===== config.mk =====
export PLATFORM = sky130hd
export DESIGN_NAME = conv3x3_stream
export DESIGN_NICKNAME = d
export VERILOG_FILES = /design/src/rtl/cnn_pkg.sv /design/src/rtl/conv_line_buffer.sv /design/src/rtl/conv3x3_stream.sv
export SDC_FILE = /design/constraint.sdc
export NUM_CORES = 2
export LEC_CHECK = 0
export CORE_UTILIZATION = 45
export CTS_CLUSTER_SIZE = 25
export DETAILED_ROUTE_END_ITERATION = 8
export GPL_TIMING_DRIVEN = 0
export PLACE_DENSITY = 0.59
export SLEW_MARGIN = 20
export SYNTH_ARGS = -nofsm -noshare
export SYNTH_HDL_FRONTEND = slang
export SYNTH_SLANG_ARGS = --single-unit

===== constraint.sdc =====
create_clock -name clk -period 10.4 [get_ports clk]
set_input_delay 1.56 -clock clk [delete_from_list [all_inputs] [get_ports clk]]
set_output_delay 1.56 -clock clk [all_outputs]
set_load 0.1 [all_outputs]

===== src/rtl/cnn_pkg.sv =====
// Shared CNN constants, coefficient address map, FSM state type and the
// saturation helper reused by the later layers.
package cnn_pkg;

    localparam int CNN_IMG_W    = 28;
    localparam int CNN_IMG_H    = 28;
    localparam int CNN_CONV_DW  = 20;
    localparam int CNN_NUM_FILT = 4;
    localparam int CNN_NUM_TAPS = 9;

    // Coefficient address map: 0..8 are kernel taps k[r][c] at r*3+c.
    localparam logic [3:0] CNN_ADDR_BIAS = 4'd9;

    typedef enum logic {
        ST_IDLE  = 1'b0,
        ST_FRAME = 1'b1
    } conv_state_t;

    // Clamp a wide signed value into the signed range of 'width' bits.
    function automatic logic signed [63:0] sat_to_width(input logic signed [63:0] val,
                                                        input int width);
        logic signed [63:0] max_v;
        logic signed [63:0] min_v;
        max_v = (64'sd1 <<< (width - 1)) - 64'sd1;
        min_v = -(64'sd1 <<< (width - 1));
        if (val > max_v) begin
            return max_v;
        end else if (val < min_v) begin
            return min_v;
        end
        return val;
    endfunction

endpackage


===== src/rtl/conv_line_buffer.sv =====
// Two-row line buffer. lb1 holds row r-1, lb2 holds row r-2. Each accept
// at column col shifts that column down one row and stores the new pixel.
// The read port is combinational so the window sees the pre-shift values.
module conv_line_buffer #(
    parameter int WIDTH = 8,
    parameter int DEPTH = 28,
    parameter int AW    = $clog2(DEPTH)
) (
    input  logic             clk,
    input  logic             rst_n,
    input  logic             wr_en,
    input  logic [AW-1:0]    col,
    input  logic [WIDTH-1:0] pixel_in,
    output logic [WIDTH-1:0] row1_out,
    output logic [WIDTH-1:0] row2_out
);

    logic [WIDTH-1:0] lb1 [DEPTH];
    logic [WIDTH-1:0] lb2 [DEPTH];

    assign row1_out = lb1[col];
    assign row2_out = lb2[col];

    // Column shift on accept: row r-1 moves to r-2, new pixel becomes r-1.
    always_ff @(posedge clk or negedge rst_n) begin
        if (!rst_n) begin
            for (int i = 0; i < DEPTH; i++) begin
                lb1[i] <= '0;
                lb2[i] <= '0;
            end
        end else if (wr_en) begin
            lb2[col] <= lb1[col];
            lb1[col] <= pixel_in;
        end
    end

endmodule


===== src/rtl/conv3x3_stream.sv =====
// Streaming 3x3 valid convolution, one output channel. Consumes a raster
// frame, emits (W-2)x(H-2) saturated results two clocks after each accept.
// Optional build macro: CONV_RELU_EN clamps negative results to 0.
//
// state    | meaning
// ST_IDLE  | between frames; coefficient writes allowed
// ST_FRAME | frame in progress (busy); coefficient writes ignored
module conv3x3_stream
    import cnn_pkg::*;
#(
    parameter int IMG_WIDTH    = CNN_IMG_W,
    parameter int IMG_HEIGHT   = CNN_IMG_H,
    parameter int PIXEL_WIDTH  = 8,
    parameter int WEIGHT_WIDTH = 8,
    parameter int BIAS_WIDTH   = 20,
    parameter int DATA_WIDTH   = CNN_CONV_DW,
    parameter int ACC_WIDTH    = 24
) (
    input  logic                   clk,
    input  logic                   rst_n,
    input  logic                   enable,
    input  logic [PIXEL_WIDTH-1:0] pixel_in,
    input  logic                   valid_in,
    input  logic                   wr_en,
    input  logic [3:0]             wr_addr,
    input  logic [BIAS_WIDTH-1:0]  wr_data,
    output logic [DATA_WIDTH-1:0]  data_out,
    output logic                   valid_out,
    output logic                   busy
);

    localparam int CW     = $clog2(IMG_WIDTH);
    localparam int RW     = $clog2(IMG_HEIGHT);
    localparam int PROD_W = PIXEL_WIDTH + WEIGHT_WIDTH + 1;
    localparam logic [CW-1:0] COL_LAST = CW'(IMG_WIDTH - 1);
    localparam logic [RW-1:0] ROW_LAST = RW'(IMG_HEIGHT - 1);
    localparam logic [CW-1:0] COL_MIN  = CW'(2);
    localparam logic [RW-1:0] ROW_MIN  = RW'(2);

    logic                           accept;
    logic                           last_pix;
    logic                           win_done;
    logic                           coef_we;
    logic [CW-1:0]                  col;
    logic [RW-1:0]                  row;
    conv_state_t                    state;
    conv_state_t                    state_nxt;
    logic [PIXEL_WIDTH-1:0]         lb1_rd;
    logic [PIXEL_WIDTH-1:0]         lb2_rd;
    logic [PIXEL_WIDTH-1:0]         win [3][3];
    logic signed [WEIGHT_WIDTH-1:0] kern [CNN_NUM_TAPS];
    logic signed [BIAS_WIDTH-1:0]   bias;
    logic                           s1_valid;
    logic signed [PROD_W-1:0]       prod;
    logic signed [ACC_WIDTH-1:0]    acc;
    logic signed [DATA_WIDTH-1:0]   result;

    assign accept   = enable && valid_in;
    assign last_pix = (col == COL_LAST) && (row == ROW_LAST);
    assign win_done = (col >= COL_MIN) && (row >= ROW_MIN);
    assign busy     = (state == ST_FRAME);
    // The first accept of a frame still sees ST_IDLE, so it is excluded
    // explicitly to keep coefficients stable for the whole frame.
    assign coef_we  = wr_en && (state == ST_IDLE) && !accept;

    // Frame state register.
    always_ff @(posedge clk or negedge rst_n) begin
        if (!rst_n) begin
            state <= ST_IDLE;
        end else begin
            state <= state_nxt;
        end
    end

    // Frame state next-state: any accept enters/stays in a frame unless it is the last pixel.
    always_comb begin
        state_nxt = state;
        if (accept) begin
            state_nxt = last_pix ? ST_IDLE : ST_FRAME;
        end
    end

    // Raster position of the next pixel to be accepted.
    always_ff @(posedge clk or negedge rst_n) begin
        if (!rst_n) begin
            col <= '0;
            row <= '0;
        end else if (accept) begin
            if (col == COL_LAST) begin
                col <= '0;
                row <= (row == ROW_LAST) ? '0 : row + 1'b1;
            end else begin
                col <= col + 1'b1;
            end
        end
    end

    conv_line_buffer #(
        .WIDTH (PIXEL_WIDTH),
        .DEPTH (IMG_WIDTH),
        .AW    (CW)
    ) u_line_buffer (
        .clk      (clk),
        .rst_n    (rst_n),
        .wr_en    (accept),
        .col      (col),
        .pixel_in (pixel_in),
        .row1_out (lb1_rd),
        .row2_out (lb2_rd)
    );

    // 3x3 window: shift left, load the new column {r-2, r-1, r} on the right.
    always_ff @(posedge clk or negedge rst_n) begin
        if (!rst_n) begin
            for (int i = 0; i < 3; i++) begin
                for (int j = 0; j < 3; j++) begin
                    win[i][j] <= '0;
                end
            end
        end else if (accept) begin
            for (int i = 0; i < 3; i++) begin
                win[i][0] <= win[i][1];
                win[i][1] <= win[i][2];
            end
            win[0][2] <= lb2_rd;
            win[1][2] <= lb1_rd;
            win[2][2] <= pixel_in;
        end
    end

    // Stage-1 qualifier: the window just loaded is a complete valid window.
    always_ff @(posedge clk or negedge rst_n) begin
        if (!rst_n) begin
            s1_valid <= 1'b0;
        end else begin
            s1_valid <= accept && win_done;
        end
    end

    // Coefficient register file.
    always_ff @(posedge clk or negedge rst_n) begin
        if (!rst_n) begin
            for (int i = 0; i < CNN_NUM_TAPS; i++) begin
                kern[i] <= '0;
            end
            bias <= '0;
        end else if (coef_we) begin
            if (wr_addr < CNN_ADDR_BIAS) begin
                kern[wr_addr] <= wr_data[WEIGHT_WIDTH-1:0];
            end else if (wr_addr == CNN_ADDR_BIAS) begin
                bias <= wr_data;
            end
        end
    end

    // Multiply-accumulate over the window, then saturate (and optionally rectify).
    always_comb begin
        prod = '0;
        acc  = ACC_WIDTH'(bias);
        for (int r = 0; r < 3; r++) begin
            for (int c = 0; c < 3; c++) begin
                prod = PROD_W'($signed({1'b0, win[r][c]})) * PROD_W'(kern[r*3 + c]);
                acc  = acc + ACC_WIDTH'(prod);
            end
        end
        result = DATA_WIDTH'(sat_to_width(64'(acc), DATA_WIDTH));
`ifdef CONV_RELU_EN
        if (result < 0) begin
            result = '0;
        end
`endif
    end

    // Stage-2 output register; data holds between results.
    always_ff @(posedge clk or negedge rst_n) begin
        if (!rst_n) begin
            data_out  <= '0;
            valid_out <= 1'b0;
        end else begin
            valid_out <= s1_valid;
            if (s1_valid) begin
                data_out <= result;
            end
        end
    end

endmodule

Yosys cells after proc, flatten, opt, wreduce, memory -nomap -nowiden
Index checks and enable logic that the tools add are counted.
W data, S select, Z words.
Storage, ports and cells
  input port bits: 37
  logic and storage cells: 150
  bits in registers: 645
  output and inout port bits: 22
Operators by class
  add/subtract/negate cells: 11
  magnitude comparators: 9
  reduce and logical (&&, ||, !) cells: 12
  eq/ne operators: 3
  bitwise operators: 4
  mux-type cells: 21
  multiply operators: 9
Operators with widths (count)
  $bwmux W224: 2
  $mul A9 B8 Y17: 9
  $add A24 B17 Y24: 5
  $bmux W8 S5: 2
  $bwmux W72: 1
  $mux W20: 3
  $mux W8: 6
  $demux W8 S5: 1
  $demux W8 S4: 1
  $add A23 B17 Y24: 1
  $gt A24 B20 Y1 const B: 1
  $lt A24 B20 Y1 const B: 1
  $add A22 B17 Y23: 1
  $add A21 B17 Y22: 1
  $add A20 B17 Y21: 1
  $add A5 B1 Y5 const B: 2
  $eq A5 B5 Y1 const B: 2
  $ge A5 B2 Y1 const B: 2
  $mux W5: 2
  $logic_and A1 B1 Y1: 8
  $ge A6 B6 Y1 const B: 1
  $lt A6 B1 Y1 const B: 1
  $not A5 Y6: 1
  $ge A5 B5 Y1 const B: 1
  9 further kinds: 13

Logic depth before layout (Yosys ltp)
  word-level depth: 14
  mapped depth: 32
  mapped depth without buffers: 29

Hierarchy
A second synthesis with hierarchy kept.
Second synthesis, totals
  cell total of the unflattened synthesis: 4811
  area, all modules: 51169.1 um2
By module, submodules not included
  conv3x3_stream: cells each 3162, seq. area each 4929.7 um2, times used 1, area each 30760.8 um2
  conv_line_buffer: cells each 1649, seq. area each 11210.8 um2, times used 1, area each 20408.3 um2

Worst setup path before layout
OpenSTA, ideal clock, no wires.
  kind: register -> register
  from: reg kern[23] (netlist name)
  to: reg data_out[10]
  arrival time: 7894 ps
  buffers on the path: 1
  period minus slack after synthesis: 8036 ps
  path slack: 2364 ps
  cell stages (with the launch flop): 29
  setup time: 142 ps
  cells stage by stage: dfrtp_1 -> clkinv_1 -> nor2_1 -> fa_1 -> fa_1 -> inv_1 -> fa_1 -> inv_1 -> fa_1 -> inv_1 -> fa_1 -> inv_1 -> fa_1 -> fa_1 -> inv_1 -> fa_1 -> fa_1 -> inv_1 -> fa_1 -> ha_1 -> a21o_1 -> o2bb2ai_2 -> o21ai_2 -> o41ai_4 -> xnor2_1 -> nand4_4 -> buf_6 -> a21oi_1 -> o22ai_2
Between the ends
  cells in the longest elaborated chain, start to end: 8
RTL lines
  start, declared: RTL line conv3x3_stream.sv:51  | logic signed [WEIGHT_WIDTH-1:0] kern [CNN_NUM_TAPS];
  start signal, assigned by index: RTL line conv3x3_stream.sv:149  | kern[wr_addr] <= wr_data[WEIGHT_WIDTH-1:0];
  $mul A9 B8 Y17 *: RTL line conv3x3_stream.sv:162  | prod = PROD_W'($signed({1'b0, win[r][c]})) * PROD_W'(kern[r*3 + c]);
  $add A24 B17 Y24 * (3 in a row): RTL line conv3x3_stream.sv:163  | acc = acc + ACC_WIDTH'(prod);
  $lt A24 B20 Y1: RTL line cnn_pkg.sv:28  | end else if (val < min_v) begin
  $mux W1: RTL line cnn_pkg.sv:28
  $mux W1: RTL line cnn_pkg.sv:26  | if (val > max_v) begin
  $mux W20 *: RTL line cnn_pkg.sv:31  | return val;
  end signal, assigned: RTL line conv3x3_stream.sv:182  | data_out <= result;
  end, declared: RTL line conv3x3_stream.sv:27  | output logic [DATA_WIDTH-1:0] data_out,
Mark *: on every way between the ends. The rest lies on a longest branch, timed or not.
A chain may end at the register's enable or synchronous reset.

Final worst setup path
  from: reg kern[23] (netlist name)
  to: reg data_out[9]
Same word-level chain as after synthesis.

==> results list <==
- Outcome: finished, final reports clean
- The die covers between 100000 and 150000 sq um.
* Worst reg-to-reg path cell count: 26
- Dividing the detail-routed via count by the number of cells gives 5.231.
* X dimension of the die: 338.5 um
- By count the netlist is led by inv_1, dfrtp_1, fa_1.
* Combinational Power Share: 57.1%
- Measured against the total synthesized area, the mux share comes to 12.62%.
- Share of total power consumed by net switching: 45.52%
* Adder and majority cell fraction of the synthesized area: between 30 and 40%
- After detailed routing, the wire length on met1 is between 60000 and 70000 um.
- Root cell of the clock tree: clkbuf_16
- Minimum clock period after layout: around 9.4 ns
- Aggregate global routing overflow: 0
- Register area share after synthesis: 31.67%
- Initial DRC Count: 2342
* Clock-pin slew reported for the worst setup and hold paths after clock tree synthesis: 0.06 ns
- For the pin with the worst max-slew slack, the measured transition is 1.015 ns.
- Final count of hold timing violations: 0
- The setup path with the least slack is of type reg -> reg.
- After detailed routing, the met2 layer carries 73200 um of wire.
* Worst rel slew slack: 32.08%
* Vias after detailed routing: approximately 33000
* Cts hold-fix bufs: 0
- Height of the die: 338.5 um
- Summed over all cells, the static leakage comes to 27.99 nW.
* Area occupied by registers: about 16000 sq um
- Routed Antenna Nets: 0
- The average instance in the mapped netlist occupies 10.84 sq um.
- The path class of the tightest hold or removal check is reg -> reg.
- The startpoint identified for the worst hold timing path is u_line_buffer.lb2[71]$_DFFE_PN0P_.
- Number of rows created at floorplan: around 120
* Most frequently used flop master after synthesis: dfrtp_1
- The clock network accounts for 18.7% of the total power.
* Router iterations before antenna repair: 5
- Setup total negative slack on the finished layout was measured at 0 ns.
* Sort of element at the end of the critical path: flop
- Proportion of register bits with asynchronous set or reset after synthesis: 100.0%
- Entering global routing, the biggest net connects 97 pins.
- Share of the synthesized area in the top cell type: 31.67%
- The max-slew violation count is 0.
- Clock tree from TritonCTS: built
* Clock buffer depth: 3
- Setup Fix Bufs, Post-CTS: 0
- Compared with the post-synthesis result, the final layout area differs by 9.986%.
* Syn Std Cell Area: 50960 sq um
- Dividing the detail-routed wire length by the instance count gives 22.75 um.
- Power density over the cells: between 200 and 300 nW/um^2
* Final-layout fill cell count: between 10000 and 15000
- Summing all placed instances gives a cell area of 53570 sq um.
- The internal power of the cells totals 0.007907 W.
- Input and output buffers added on the ports amount to 41.
- Cell with the most instances after synthesis: inv_1
* Fin Clk Skew: around 0.031 ns
* Initial core utilization: a little under half
- For this design the total switching power over the nets is 0.006606 W.
* Arr. time, crit path: 9.95 ns
- Counting tap cells, the placed design contains a total of 6253 instances.
- For hold timing, the worst endpoint is u_line_buffer.lb2[71]$_DFFE_PN0P_.
- Setup repair after global routing left no endpoint under its margin.
- After floorplanning, the core was sized to cover 112300 sq um.
- Critical Path Start Type: flop
- Fraction of layout instances using a drive strength above 1: between 10 and 15%
- Critical path fanouts, max: 10
* Post-synth net total: 5648
- CTS-repair resized insts: 0
- Number of enable flip-flop cells after synthesis: 0
- For this run, the total global-route usage over all layers was measured as 26.13%.
* DRC: 0
- # clock sinks: 645
- The tool flagged a number of max-cap violations equal to 0.
* Start of the worst register-to-register path: kern[23]$_DFFE_PN0P_
- Cell types occupying the most area after synthesis: dfrtp_1, fa_1, ha_1
- Count of placed standard cells in the final layout, fillers left out: ~6400
- Post-layout instance area: 56050 sq um
- R2r endpoint: data_out[9]$_DFFE_PN0P_
- The netlist uses 72 different library cells.
* Most frequent cell on the critical path: fa_1
- The synthesized netlist devotes 10.79% of its cell area to simple gates.
- For this block, the routed nets add up to 145400 um of wire.
- The congestion estimate from routability-driven global placement came to 0.9326.
- Area used by multi-input combinational logic: just over 30000 sq um
- Setup violations remaining at the end of the flow were counted as 0.
* Synth Area in Compound Gates: 4.933%
- TritonCTS buffer count: 75
- The kind of cell with the highest combined delay along the critical path is adder cells.
- Worst stage delay on the critical path: 0.67 ns
* Number of nets in the final layout: 5778
* DR WL met3: between 6000 and 7000 um
- Summing the areas of all xor and xnor instances in the mapped netlist gives 0.3781% of the synthesized area.
* Critical Path RT: 10.97 ns
* Worst hold slack across all endpoints: 0.4720 ns
- VDD sags by at most 350.3 uV.
- Routed signal wires occupy layers up through met4.
* Gate count of the mapped netlist: 4700
- The largest total area in the synthesized netlist belongs to dfrtp_1.
- Count of buffering cells on the critical path with inverters included: 7
* Slowest cell on the critical path: fa_1
* Reg-to-reg slack, setup: between 1 and 1.5 ns
- Vias in the first global route: 35370
* H-tree depth: 3
- During I/O placement, the number of pins put on the boundary was 59.
* Timing-limited maximum frequency: 106.6 MHz
* Clock insertion delay at the later pin of the skew report: 0.66 ns
- Along the worst hold path, the cell count comes to 2.
- The first global-routing pass estimated 224200 um of wire.
- Of the available clock period, the critical path in the final layout requires 90.21%.
- By area, the combinational part of the netlist is dominated by adder cells.
* Sequential group share of total power: approximately a quarter
- Initial antenna violation count: 4
- Synthesis warning total: 0
* Flip-flop and latch count after synthesis: between 600 and 700
- Hpwl dp: 115500 um
registers in the layout (all words and copies together) (netlist names):
name / cells
win: 72
data_out: 20
bias: 20
row: 5
col: 5
u_line_buffer.lb1: 224
busy: 1
valid_out: 1
kern: 72
u_line_buffer.lb2: 224
s1_valid: 1
worst min-delay path, stage by stage (launching register included):
cell	delay, ns
dfrtp_1	0.33
nand2_1	0.06
o21ai_2	0.05
kinds of logic after synthesis:
group / after synthesis
buf+inv: 1090
fa+ha+maj: 911
simple gates: 1174
flops: 645
compound gates: 399
mux: 459
xor+xnor: 22
cell usage in the layout, fill, tap and decap left out, types with 41 or more instances in the layout:
cell type  synthesis  final
dfrtp_1          645    645
and2_1           325    325
mux4_2           115    115
ha_1             312    312
buf_2             34     41
inv_1            825    825
nor2_1           226    226
a21oi_1          160    160
fa_1             599    599
nand2_1          522    522
clkbuf_16          0     76
clkbuf_1         186    206
mux2_2           320    320
o21ai_0          120    120
power groups by stage:
stage / clock network [W] / registers, W / logic [W]
finish: 0.00271 / 0.00352 / 0.00828
global placement: 0 / 0.00356 / 0.00815
global route: 0.00285 / 0.00360 / 0.00910
floorplan: 0 / 0.00359 / 0.00582
detailed placement: 0 / 0.00355 / 0.00825
CTS: 0.00276 / 0.00351 / 0.00829
layout make-up:
cell class	count	share of cell area, %
inverters	829	5.552
multi-input cells	2965	54.54
flip-flops and latches	645	28.80
clock inverters	27	0.5782
plain buffers	261	2.112
repair buffers	53	1.223
well taps	1500	3.349
clock buffers	109	3.846
diodes	1	0.004465
routing by layer:
layer,GRT usage [%],vias up
met4,9.201,0
met5,0,-
met2,45.34,838
li1,-,15020
met1,33.98,17350
met3,2.748,220
per-stage QoR:
step,total power [W],setup WS (ns),utilization [%]
global placement,0.01171,-22.61,47.40
global route,0.01555,0.6224,49.89
CTS,0.01456,0.9198,49.89
detailed placement,0.01180,0.9713,47.68
finish,0.01451,1.018,49.89
floorplan,0.009408,2.364,-
worst max-delay path by stage:
| stage | startpoint | to | slack, ns | depth (start not counted) |
|---|---|---|---|---|
| finish | kern[23]$_DFFE_PN0P_ | data_out[9]$_DFFE_PN0P_ | 1.02 | 26 |
| global route | kern[23]$_DFFE_PN0P_ | data_out[10]$_DFFE_PN0P_ | 0.62 | 26 |
| CTS | kern[23]$_DFFE_PN0P_ | data_out[17]$_DFFE_PN0P_ | 0.92 | 26 |
| detailed placement | kern[23]$_DFFE_PN0P_ | data_out[17]$_DFFE_PN0P_ | 0.97 | 26 |
| global placement | rst_n | u_line_buffer.lb2[205]$_DFFE_PN0P_ | -22.61 | 1 |
| floorplan | kern[23]$_DFFE_PN0P_ | data_out[10]$_DFFE_PN0P_ | 2.36 | 28 |
Note: power is estimated with default switching activity, not from simulation.
